## src/rtl/cl_tap_arb_pkg.sv

```systemverilog
// Shared types and constants for the Camera Link tap arbiter.
package cl_tap_arb_pkg;

  localparam int unsigned NCH    = 3;
  localparam int unsigned CH_W   = 2;
  localparam int unsigned LEN_W  = 9;
  localparam int unsigned STAT_W = 32;

  localparam logic [CH_W-1:0] CH_X = 2'd0;
  localparam logic [CH_W-1:0] CH_Y = 2'd1;
  localparam logic [CH_W-1:0] CH_Z = 2'd2;

  typedef enum logic [0:0] {
    IDLE = 1'b0,
    XFER = 1'b1
  } state_e;

  // Burst length: whatever is buffered, capped at the burst size.
  function automatic logic [LEN_W-1:0] min_len(input logic [31:0] level,
                                                input logic [31:0] burst);
    return (level < burst) ? LEN_W'(level) : LEN_W'(burst);
  endfunction

endpackage

```

## src/rtl/cl_rr_pick3.sv

```systemverilog
// Three-way round-robin pick: first requester after last_grant, circular X->Y->Z.
module cl_rr_pick3
  import cl_tap_arb_pkg::*;
(
  input  logic [NCH-1:0]  req_i,
  input  logic [CH_W-1:0] last_grant_i,
  output logic [CH_W-1:0] winner_o,
  output logic            any_o
);

  logic [CH_W-1:0] c0, c1, c2;

  // Search order starting one past the previous winner.
  always_comb begin
    c0 = CH_X;
    c1 = CH_Y;
    c2 = CH_Z;
    case (last_grant_i)
      CH_X: begin c0 = CH_Y; c1 = CH_Z; c2 = CH_X; end
      CH_Y: begin c0 = CH_Z; c1 = CH_X; c2 = CH_Y; end
      default: begin c0 = CH_X; c1 = CH_Y; c2 = CH_Z; end
    endcase
  end

  // First requester in search order wins.
  always_comb begin
    winner_o = c0;
    any_o    = |req_i;
    if (req_i[c0])      winner_o = c0;
    else if (req_i[c1]) winner_o = c1;
    else if (req_i[c2]) winner_o = c2;
  end

endmodule

```

## src/rtl/cl_tap_arbiter.sv

```systemverilog
// Round-robin burst arbiter sharing the PCIe DMA write path among the X/Y/Z
// Camera Link channel FIFOs. Optional statistics counters are built only
// when CL_TAP_ARB_STATS_EN is defined.
module cl_tap_arbiter
  import cl_tap_arb_pkg::*;
#(
  parameter int unsigned DATA_W = 64,
  parameter int unsigned BURST  = 16,
  parameter int unsigned LVL_W  = 10
) (
  input  logic                    clk,
  input  logic                    reset_n,
  input  logic                    enable,
  input  logic [NCH*LVL_W-1:0]    ch_level,
  input  logic [NCH-1:0]          ch_eof_pend,
  input  logic [NCH-1:0]          ch_valid,
  input  logic [NCH*DATA_W-1:0]   ch_data,
  input  logic [NCH-1:0]          ch_last,
  output logic [NCH-1:0]          ch_ready,
  output logic                    out_valid,
  input  logic                    out_ready,
  output logic [DATA_W-1:0]       out_data,
  output logic [CH_W-1:0]         out_ch,
  output logic [LEN_W-1:0]        out_len,
  output logic                    out_sob,
  output logic                    out_eob,
  output logic                    out_last,
  output logic                    err_short,
  output logic                    busy,
  output logic [NCH*STAT_W-1:0]   stat_bursts,
  output logic [STAT_W-1:0]       stat_stall
);

  state_e           state_q, state_d;
  logic [CH_W-1:0]  sel_q, sel_d;
  logic [CH_W-1:0]  last_grant_q, last_grant_d;
  logic [LEN_W-1:0] len_q, len_d;
  logic [LEN_W-1:0] cnt_q, cnt_d;

  logic [NCH-1:0]   req;
  logic [LVL_W-1:0] lvl;
  logic [CH_W-1:0]  win;
  logic             any_req;
  logic [LVL_W-1:0] win_level;
  logic             sel_valid;
  logic             sel_last;
  logic [DATA_W-1:0] sel_data;
  logic             beat_done;
  logic             burst_done;

  // A channel requests with a full burst buffered or a frame tail pending.
  always_comb begin
    req = '0;
    lvl = '0;
    for (int c = 0; c < NCH; c++) begin
      lvl    = ch_level[c*LVL_W +: LVL_W];
      req[c] = (lvl != '0) && ((32'(lvl) >= BURST) || ch_eof_pend[c]);
    end
  end

  cl_rr_pick3 u_pick (
    .req_i        (req),
    .last_grant_i (last_grant_q),
    .winner_o     (win),
    .any_o        (any_req)
  );

  // Steer the granted channel's FIFO head and the winner's level.
  always_comb begin
    sel_valid = 1'b0;
    sel_last  = 1'b0;
    sel_data  = '0;
    win_level = '0;
    for (int c = 0; c < NCH; c++) begin
      if (sel_q == CH_W'(c)) begin
        sel_valid = ch_valid[c];
        sel_last  = ch_last[c];
        sel_data  = ch_data[c*DATA_W +: DATA_W];
      end
      if (win == CH_W'(c)) win_level = ch_level[c*LVL_W +: LVL_W];
    end
  end

  // Grant/transfer FSM: next state and handshake outputs.
  always_comb begin
    state_d      = state_q;
    sel_d        = sel_q;
    len_d        = len_q;
    cnt_d        = cnt_q;
    last_grant_d = last_grant_q;
    ch_ready     = '0;
    out_valid    = 1'b0;
    out_data     = '0;
    out_sob      = 1'b0;
    out_eob      = 1'b0;
    out_last     = 1'b0;
    err_short    = 1'b0;
    beat_done    = 1'b0;
    burst_done   = 1'b0;
    case (state_q)
      IDLE: begin
        if (enable && any_req) begin
          sel_d        = win;
          last_grant_d = win;
          len_d        = min_len(32'(win_level), 32'(BURST));
          cnt_d        = '0;
          state_d      = XFER;
        end
      end
      XFER: begin
        out_valid = sel_valid;
        out_data  = sel_data;
        out_last  = sel_last;
        for (int c = 0; c < NCH; c++) begin
          ch_ready[c] = (sel_q == CH_W'(c)) && out_ready;
        end
        out_sob    = (cnt_q == '0);
        out_eob    = (cnt_q == len_q - LEN_W'(1)) || sel_last;
        beat_done  = out_valid && out_ready;
        burst_done = beat_done && out_eob;
        if (burst_done) begin
          state_d   = IDLE;
          err_short = sel_last && (cnt_q < len_q - LEN_W'(1));
        end else if (beat_done) begin
          cnt_d = cnt_q + LEN_W'(1);
        end
      end
      default: state_d = IDLE;
    endcase
  end

  // State and burst context registers.
  always_ff @(posedge clk or negedge reset_n) begin
    if (!reset_n) begin
      state_q      <= IDLE;
      sel_q        <= CH_X;
      last_grant_q <= CH_Z;
      len_q        <= '0;
      cnt_q        <= '0;
    end else begin
      state_q      <= state_d;
      sel_q        <= sel_d;
      last_grant_q <= last_grant_d;
      len_q        <= len_d;
      cnt_q        <= cnt_d;
    end
  end

  assign out_ch  = sel_q;
  assign out_len = len_q;
  assign busy    = (state_q == XFER);

`ifdef CL_TAP_ARB_STATS_EN
  logic [STAT_W-1:0] bursts_q [NCH];
  logic [STAT_W-1:0] stall_q;

  // Completed-burst and stall counters, free-running with wrap.
  always_ff @(posedge clk or negedge reset_n) begin
    if (!reset_n) begin
      for (int c = 0; c < NCH; c++) bursts_q[c] <= '0;
      stall_q <= '0;
    end else begin
      for (int c = 0; c < NCH; c++) begin
        if (burst_done && (sel_q == CH_W'(c))) bursts_q[c] <= bursts_q[c] + STAT_W'(1);
      end
      if (out_valid && !out_ready) stall_q <= stall_q + STAT_W'(1);
    end
  end

  // Flatten per-channel counters onto the stats bus.
  always_comb begin
    stat_bursts = '0;
    for (int c = 0; c < NCH; c++) stat_bursts[c*STAT_W +: STAT_W] = bursts_q[c];
  end
  assign stat_stall = stall_q;
`else
  assign stat_bursts = '0;
  assign stat_stall  = '0;
`endif

endmodule

```

## config.mk

```make
export PLATFORM = sky130hd
export DESIGN_NAME = cl_tap_arbiter
export DESIGN_NICKNAME = d
export VERILOG_FILES = /design/src/rtl/cl_tap_arb_pkg.sv /design/src/rtl/cl_rr_pick3.sv /design/src/rtl/cl_tap_arbiter.sv
export SDC_FILE = /design/constraint.sdc
export NUM_CORES = 1
export LEC_CHECK = 0
export ABC_AREA = 0
export CORE_AREA = 3 3 175 177
export CTS_BUF_LIST = sky130_fd_sc_hd__clkbuf_8
export CTS_CLUSTER_SIZE = 30
export DETAILED_ROUTE_END_ITERATION = 10
export DIE_AREA = 0 0 178 180
export PLACE_DENSITY = 0.55
export SKIP_CTS_REPAIR_TIMING = 1
export SLEW_MARGIN = 10
export SYNTH_ARGS = -nofsm -noshare
export SYNTH_HDL_FRONTEND = slang
export SYNTH_SLANG_ARGS = --single-unit
```

## constraint.sdc

```tcl
create_clock -name clk -period 4.68 [get_ports clk]
set_input_delay 0.468 -clock clk [delete_from_list [all_inputs] [get_ports clk]]
set_output_delay 0.468 -clock clk [all_outputs]
set_load 0.02 [all_outputs]
```

==> results of run 1 <==
-- report_power, final --
group | total (mW) | leakage, nW | switching, mW | internal [mW]
clock | 0.120 | 0.0269 | 0.0613 | 0.0585
combinational | 3.04 | 2.87 | 1.57 | 1.46
sequential | 0.450 | 0.283 | 0.206 | 0.244
total | 3.61 | 3.18 | 1.84 | 1.77
-- logic make-up (layout without fill, tap and decap cells) --
logic type	count (synthesis)	in the layout	synth area share [%]
DFF	22	22	12.45
and+or+nand+nor	207	207	23.88
xor gates and xnor gates	14	14	2.766
buffers and inverters	173	338	25.77
other	1	128	0.08459
adders and majority gates	12	12	3.387
AOI/OAI and AO/OA	105	105	16.51
muxes	67	67	15.16
-- worst reg2reg max path, stage by stage (launching register included) --
cell,delay [ps]
sky130_fd_sc_hd__dfrtp_1,450
sky130_fd_sc_hd__or4_1,590
sky130_fd_sc_hd__nor4_1,260
sky130_fd_sc_hd__xnor2_1,170
sky130_fd_sc_hd__ha_1,260
sky130_fd_sc_hd__nand3_1,110
sky130_fd_sc_hd__nor3_1,60
sky130_fd_sc_hd__nor2_1,360
sky130_fd_sc_hd__a21oi_2,200
sky130_fd_sc_hd__a2111oi_2,450
sky130_fd_sc_hd__xnor2_1,170
sky130_fd_sc_hd__nor2_1,50
-- Yosys cell counts (all sizes together) (3+ instances only) --
cell,count
a2111oi,3
a21oi,6
a221o,4
a22o,7
and2,74
and4,3
buf,137
clkbuf,27
dfrtp,21
ha,12
inv,9
mux2i,66
nand2,73
nand3,4
nand4,4
nor2,28
nor2b,4
nor3,4
nor4,4
o21a,3
o21ai,67
o41ai,3
xnor2,9
xor2,5
-- registers in the layout (all words and copies together) (netlist names) --
register and count:
out_len 9, last_grant_q 1, cnt_q 9, out_ch 2, busy 1
-- final timing paths --
kind	start	endpoint	slack, ps	cells past startpoint
max	out_len[2]	err_short	980	8
min	out_len[8]	out_len[8]	540	1
max reg2reg	out_len[2]	cnt_q[5]	1450	11
min reg2reg	out_len[8]	out_len[8]	540	1
max in group asynchronous	reset_n	out_ch[1]	3140	1
min in group asynchronous	reset_n	cnt_q[8]	780	1
-- cell type report --
type,count,area (um2),share of cell area [%]
Clock buffer,3,41.29,0.5427
Clock inverter,1,3.754,0.04933
Inverter,9,33.78,0.4440
Multi-Input combinational cell,533,3223,42.36
Sequential cell,22,558.0,7.334
Tap cell,390,488.0,6.413
Timing Repair Buffer,325,3261,42.85
-- layer usage --
metal / wire length (um) / vias to the layer above / GRT usage (%) / part of all wire, %
li1: - / 2364 / - / -
met1: 7558 / 2139 / 12.75 / 40
met2: 9210 / 250 / 18.97 / 48
met3: 2007 / 10 / 2.345 / 11
met4: 233 / 0 / 1.539 / 1.2
met5: 0 / - / 0 / 0
==> metrics.txt, run 1 <==
# TYPE chip_impl_metric gauge
chip_impl_metric{name="initial_utilization",unit="%"} 15.08
chip_impl_metric{name="stdcell_count",unit=""} 1283
chip_impl_metric{name="global_route.overflow_total",unit=""} 0
chip_impl_metric{name="cp.buffers_inverters",unit=""} 1
chip_impl_metric{name="cap_violations",unit=""} 0
chip_impl_metric{name="tritoncts_num_sinks",unit=""} 22
chip_impl_metric{name="via_count",unit=""} 4763
chip_impl_info{name="post_synth_main_area_contributors",value="sky130_fd_sc_hd__buf_4 (22%), sky130_fd_sc_hd__mux2i_1 (15%), sky130_fd_sc_hd__dfrtp_1 (12%), sky130_fd_sc_hd__and2_1 (10%), sky130_fd_sc_hd__o21ai_0 (7.5%)"} 1
chip_impl_metric{name="worst_path_largest_cell_delay",unit="ps"} 660
chip_impl_metric{name="num-nets-final",unit=""} 1141
chip_impl_metric{name="drcViolationCount",unit=""} 0
chip_impl_metric{name="cp_data_required_time",unit="ps"} 4210
chip_impl_metric{name="timing_worst_slew_pin_value",unit="ps"} 1060
chip_impl_metric{name="final.setup.worst_slack",unit="ps"} 983.1
chip_impl_metric{name="detailed_place.area",unit="mm2"} 0.007564
chip_impl_metric{name="cts_inserted_buffers",unit=""} 3
chip_impl_metric{name="io_pins",unit=""} 447
chip_impl_metric{name="number_of_enable_flip_flop_cells_after_synthesis",unit=""} 0
chip_impl_metric{name="die-area",unit="mm2"} 0.03204
chip_impl_metric{name="final_util",unit="%"} 25.88
chip_impl_metric{name="slew-limit-headroom",unit="%"} 29.12
chip_impl_metric{name="antenna_cell_count",unit=""} 0
chip_impl_metric{name="grt_first_pass_wirelength",unit="mm"} 26.81
chip_impl_metric{name="fillerInstances",unit=""} 3230
chip_impl_metric{name="p_total",unit="mW"} 3.607
chip_impl_metric{name="antenna_violations_before_repair",unit=""} 0
chip_impl_info{name="final_common_cell",value="sky130_fd_sc_hd__clkdlybuf4s50_1"} 1
chip_impl_metric{name="ys_types",unit=""} 53
chip_impl_metric{name="std_cell_rows",unit=""} 63
chip_impl_info{name="tritoncts",value="built"} 1
chip_impl_info{name="run_status",value="finished clean"} 1
chip_impl_metric{name="hold_worst_slack",unit="ps"} 544.4
chip_impl_metric{name="dieWidth",unit="um"} 178
chip_impl_metric{name="place.detailed.instances",unit=""} 1279
chip_impl_metric{name="path_clk_slew",unit="ps"} 80
chip_impl_metric{name="gr-usage-all-layers",unit="%"} 10.46
chip_impl_metric{name="synth-seq-area-share",unit="%"} 12.45
chip_impl_metric{name="detail-route-antenna-nets",unit=""} 0
chip_impl_metric{name="ir_worst_vdd",unit="mV"} 0.1864
chip_impl_info{name="setup.worst_path.start_class",value="flop"} 1
chip_impl_metric{name="finalWorstPathRequiredPeriod",unit="ps"} 3697
chip_impl_metric{name="area.growth.synth_to_final",unit="%"} 71.63
chip_impl_metric{name="detail_route.iter0.violations",unit=""} 151
chip_impl_info{name="timing.critical_path.max_delay_family",value="simple AND/OR/NAND/NOR gates"} 1
chip_impl_info{name="cts_root_buffer",value="sky130_fd_sc_hd__clkbuf_8"} 1
chip_impl_metric{name="drtPass1Iterations",unit=""} 4
chip_impl_metric{name="final.period_utilization",unit="%"} 78.99
chip_impl_metric{name="core-area",unit="mm2"} 0.02940
chip_impl_metric{name="worstSkewPairLatency",unit="ps"} 260
chip_impl_info{name="path_cells",value="or4_1, nor4_1, xnor2_1, ha_1, a21o_1, a21oi_1, nor4bb_1, clkdlybuf4s50_1"} 1
chip_impl_metric{name="dpl.hpwl",unit="mm"} 15.66
chip_impl_metric{name="grt_pass1_vias",unit=""} 4704
chip_impl_info{name="cp_slowest_cell",value="sky130_fd_sc_hd__clkdlybuf4s50_1"} 1
chip_impl_metric{name="ys_seq_elements",unit=""} 22
chip_impl_metric{name="routed_wirelength",unit="mm"} 19.01
chip_impl_info{name="rsz0062_at_grt",value="false"} 1
chip_impl_metric{name="critical_path_peak_fanout",unit=""} 6
chip_impl_metric{name="port_buffers",unit=""} 318
chip_impl_metric{name="cts_max_path_buffers",unit=""} 2
chip_impl_info{name="post-synth-top-area-cell",value="sky130_fd_sc_hd__buf_4"} 1
chip_impl_info{name="postSynth.topFlopCell",value="sky130_fd_sc_hd__dfrtp_1"} 1
chip_impl_metric{name="final_skew",unit="ps"} 5.376
chip_impl_metric{name="die_height",unit="um"} 180
chip_impl_metric{name="async_flop_share",unit="%"} 100.0
chip_impl_info{name="final_cell_mix",value="sky130_fd_sc_hd__clkdlybuf4s50_1 (318), sky130_fd_sc_hd__conb_1 (128), sky130_fd_sc_hd__and2_1 (74)"} 1
chip_impl_info{name="setup.worst_path.end_class",value="output port"} 1
chip_impl_metric{name="yosysWarningCount",unit=""} 0
chip_impl_metric{name="grt_start_max_net_pins",unit=""} 51
chip_impl_metric{name="yosys.area.top_type_share",unit="%"} 22.02
chip_impl_metric{name="htree_num_levels",unit=""} 1
chip_impl_metric{name="synth_area_per_inst",unit="um2"} 7.376
chip_impl_metric{name="syn_area",unit="mm2"} 0.004433
chip_impl_metric{name="synthesis.instances",unit=""} 601
chip_impl_metric{name="worst_slack_at_placement",unit="ps"} 1256
chip_impl_metric{name="achievable-frequency",unit="GHz"} 0.2705
chip_impl_metric{name="cellPowerDensity",unit="mW/mm2"} 474.1
chip_impl_metric{name="routedWlPerCell",unit="um"} 14.82
chip_impl_metric{name="setup-tns-final",unit="ps"} 0
chip_impl_metric{name="layout-drive-gt1-share",unit="%"} 3.247
chip_impl_metric{name="final_design_area_no_fill",unit="mm2"} 0.007609
chip_impl_metric{name="final_max_slew_viol_count",unit=""} 0
chip_impl_metric{name="avgViaCountPerCell",unit=""} 3.712
chip_impl_metric{name="timing_hold_violations_final",unit=""} 0
chip_impl_info{name="worstSetupPathType",value="flop to output port"} 1
chip_impl_metric{name="place_congestion",unit=""} 0.7856
chip_impl_metric{name="p_leak",unit="nW"} 3.176
chip_impl_info{name="class_of_the_worst_hold_path",value="flop to flop"} 1
chip_impl_metric{name="critical_path_arrival",unit="ps"} 3230
chip_impl_metric{name="setup_viol",unit=""} 0
Note: power is estimated with default switching activity, not from simulation.
==> run 2: changes to the inputs <==
- CORE_AREA: 3 3 175 177 -> 3 3 174 176
- DIE_AREA: 0 0 178 180 -> 0 0 177 179
- PLACE_DENSITY: 0.55 -> 0.57
- clock period: 4.68 -> 3.2 ns (I/O delays scaled with it)
==> run 2 against run 1 <==
  * Sequential share of layout area fell by 0.13 points
  * Sequential cell count did not move
  * Die area fell by 1.1%
  * Critical endpoint unchanged
==> metrics.txt, run 2 (synthesis gave the netlist of run 1 again) <==
# TYPE chip_impl_metric gauge
chip_impl_metric{name="initial_utilization",unit="%"} 15.40
chip_impl_metric{name="cap_violations",unit=""} 0
chip_impl_metric{name="final.setup.worst_slack",unit="ps"} 205.9
chip_impl_metric{name="detail_route.iter0.violations",unit=""} 109
chip_impl_metric{name="timing_worst_slew_pin_value",unit="ps"} 588.6
chip_impl_info{name="path_cells",value="or4_1, nor4_2, xnor2_1, ha_1, a21o_1, a21oi_1, nor4bb_1, clkbuf_2"} 1
chip_impl_metric{name="worst_slack_at_placement",unit="ps"} -19.82
chip_impl_metric{name="detail-route-antenna-nets",unit=""} 0
chip_impl_metric{name="cellPowerDensity",unit="mW/mm2"} 713.6
chip_impl_metric{name="io_pins",unit=""} 447
chip_impl_metric{name="antenna_cell_count",unit=""} 0
chip_impl_metric{name="cp.buffers_inverters",unit=""} 1
chip_impl_info{name="run_status",value="finished clean"} 1
chip_impl_info{name="worstSetupPathType",value="flop to output port"} 1
chip_impl_metric{name="p_leak",unit="nW"} 3.273
chip_impl_metric{name="die_height",unit="um"} 179
chip_impl_metric{name="finalWorstPathRequiredPeriod",unit="ps"} 2994
chip_impl_metric{name="path_clk_slew",unit="ps"} 80
chip_impl_metric{name="drcViolationCount",unit=""} 0
chip_impl_metric{name="detailed_place.area",unit="mm2"} 0.007674
chip_impl_metric{name="dpl.hpwl",unit="mm"} 16.54
chip_impl_info{name="setup.worst_path.end_class",value="output port"} 1
chip_impl_metric{name="p_total",unit="mW"} 5.529
chip_impl_info{name="setup.worst_path.start_class",value="flop"} 1
chip_impl_metric{name="worstSkewPairLatency",unit="ps"} 260
chip_impl_metric{name="cts_max_path_buffers",unit=""} 2
chip_impl_metric{name="path_depth",unit=""} 8
chip_impl_metric{name="place_congestion",unit=""} 0.7832
chip_impl_info{name="rsz0062_at_grt",value="false"} 1
chip_impl_metric{name="grt_first_pass_wirelength",unit="mm"} 27.18
chip_impl_metric{name="r2r_cells",unit=""} 13
chip_impl_metric{name="routed_wirelength",unit="mm"} 19.91
chip_impl_metric{name="final_max_slew_viol_count",unit=""} 0
chip_impl_metric{name="final_design_area_no_fill",unit="mm2"} 0.007747
chip_impl_metric{name="setup_viol",unit=""} 0
chip_impl_info{name="cp_slowest_cell",value="sky130_fd_sc_hd__or4_1"} 1
chip_impl_metric{name="avgViaCountPerCell",unit=""} 3.764
chip_impl_info{name="class_of_the_worst_hold_path",value="input pin to asynchronous set/reset pin"} 1
chip_impl_info{name="final_cell_mix",value="sky130_fd_sc_hd__clkdlybuf4s50_1 (309), sky130_fd_sc_hd__conb_1 (128), sky130_fd_sc_hd__and2_1 (74)"} 1
chip_impl_metric{name="timing_hold_violations_final",unit=""} 0
chip_impl_metric{name="htree_num_levels",unit=""} 1
chip_impl_metric{name="global_route.overflow_total",unit=""} 0
chip_impl_metric{name="final.period_utilization",unit="%"} 93.57
chip_impl_metric{name="port_buffers",unit=""} 318
chip_impl_metric{name="cp_data_required_time",unit="ps"} 2880
chip_impl_metric{name="antenna_violations_before_repair",unit=""} 0
chip_impl_metric{name="via_count",unit=""} 4856
chip_impl_metric{name="setup-tns-final",unit="ps"} 0
chip_impl_metric{name="layout-drive-gt1-share",unit="%"} 5.960
chip_impl_metric{name="gr-usage-all-layers",unit="%"} 10.94
chip_impl_info{name="final_common_cell",value="sky130_fd_sc_hd__clkdlybuf4s50_1"} 1
chip_impl_metric{name="final_skew",unit="ps"} 0.7122
chip_impl_metric{name="routedWlPerCell",unit="um"} 15.44
chip_impl_metric{name="grt_start_max_net_pins",unit=""} 66
chip_impl_metric{name="std_cell_rows",unit=""} 62
chip_impl_metric{name="tritoncts_num_sinks",unit=""} 22
chip_impl_metric{name="ir_worst_vdd",unit="mV"} 0.3918
chip_impl_metric{name="area.growth.synth_to_final",unit="%"} 74.77
chip_impl_metric{name="grt_pass1_vias",unit=""} 4686
chip_impl_metric{name="cts_inserted_buffers",unit=""} 3
chip_impl_metric{name="core-area",unit="mm2"} 0.02878
chip_impl_metric{name="die-area",unit="mm2"} 0.03168
chip_impl_info{name="cts_root_buffer",value="sky130_fd_sc_hd__clkbuf_8"} 1
chip_impl_metric{name="place.detailed.instances",unit=""} 1286
chip_impl_metric{name="num-nets-final",unit=""} 1154
chip_impl_metric{name="drtPass1Iterations",unit=""} 5
chip_impl_info{name="timing.critical_path.max_delay_family",value="simple AND/OR/NAND/NOR gates"} 1
chip_impl_metric{name="worst_path_largest_cell_delay",unit="ps"} 570
chip_impl_metric{name="slew-limit-headroom",unit="%"} 60.64
chip_impl_info{name="tritoncts",value="built"} 1
chip_impl_metric{name="dieWidth",unit="um"} 177
chip_impl_metric{name="stdcell_count",unit=""} 1290
chip_impl_metric{name="critical_path_arrival",unit="ps"} 2670
chip_impl_metric{name="critical_path_peak_fanout",unit=""} 2
chip_impl_metric{name="achievable-frequency",unit="GHz"} 0.3340
==> run 2: path summary, 6_finish.rpt <==
| path | from | end | slack (ps) |
|---|---|---|---|
| max | out_len[2] | err_short | 210 |
| min | reset_n | cnt_q[8] | 430 |
| max reg2reg | out_len[2] | cnt_q[5] | 220 |
| min reg2reg | out_len[8] | out_len[8] | 560 |
| max in group asynchronous | reset_n | last_grant_q[1] | 2130 |
| min in group clk | out_len[8] | out_len[8] | 560 |
==> run 2: layout make-up <==
cell class              instances  area (um2)
clock buffers                   3       41.29
clock inverters                 1       30.03
fillers                      3137       21030
inverters                       9       33.78
multi-input cells             533        3236
flip-flops and latches         22       558.0
well taps                     384       480.5
repair buffers                338        3368
==> run 2: worst reg2reg max path: cells and delay by family, from the launching register on <==
family / cells / cell delay [ps]
adder cells (fa/ha/maj): 1 / 260
AND/OR/NAND/NOR: 6 / 1090
XOR/XNOR: 2 / 310
AO/OA/AOI/OAI: 2 / 490
flip-flops: 1 / 370
buffers and inverters: 2 / 340
==> run 2: stage by stage <==
stage                     hold slack (ps)  utilization, %
final                               426.7           26.92
after global routing                453.5           26.92
after CTS                           448.3           26.91
after detailed placement            544.1           26.66
after global placement              543.3           26.66
after floorplan                     24.41               -
==> run 2: routing by layer <==
layer  part of all wire [%]  global-route usage (%)  up-vias  wire, um
met1                     40                   13.35     2179      7969
met3                    9.3                   2.160       12      1846
li1                       -                       -     2391         -
met2                     50                   20.27      274      9908
met5                      0                       0        -         0
met4                   0.96                   1.506        0       191
==> run 2: power by group <==
group          internal (mW)  leakage (nW)  total [mW]  switching [mW]
registers              0.360         0.283       0.483           0.123
logic                   2.24          2.95        4.79            2.55
clock network          0.167        0.0357       0.258          0.0909
total                   2.76          3.27        5.53            2.76
==> run 3: changes to the inputs <==
- HOLD_SLACK_MARGIN: default -> 0.06
==> results of run 3 <==
Same layout as run 2: the final DEF is identical, and so are final timing and power.
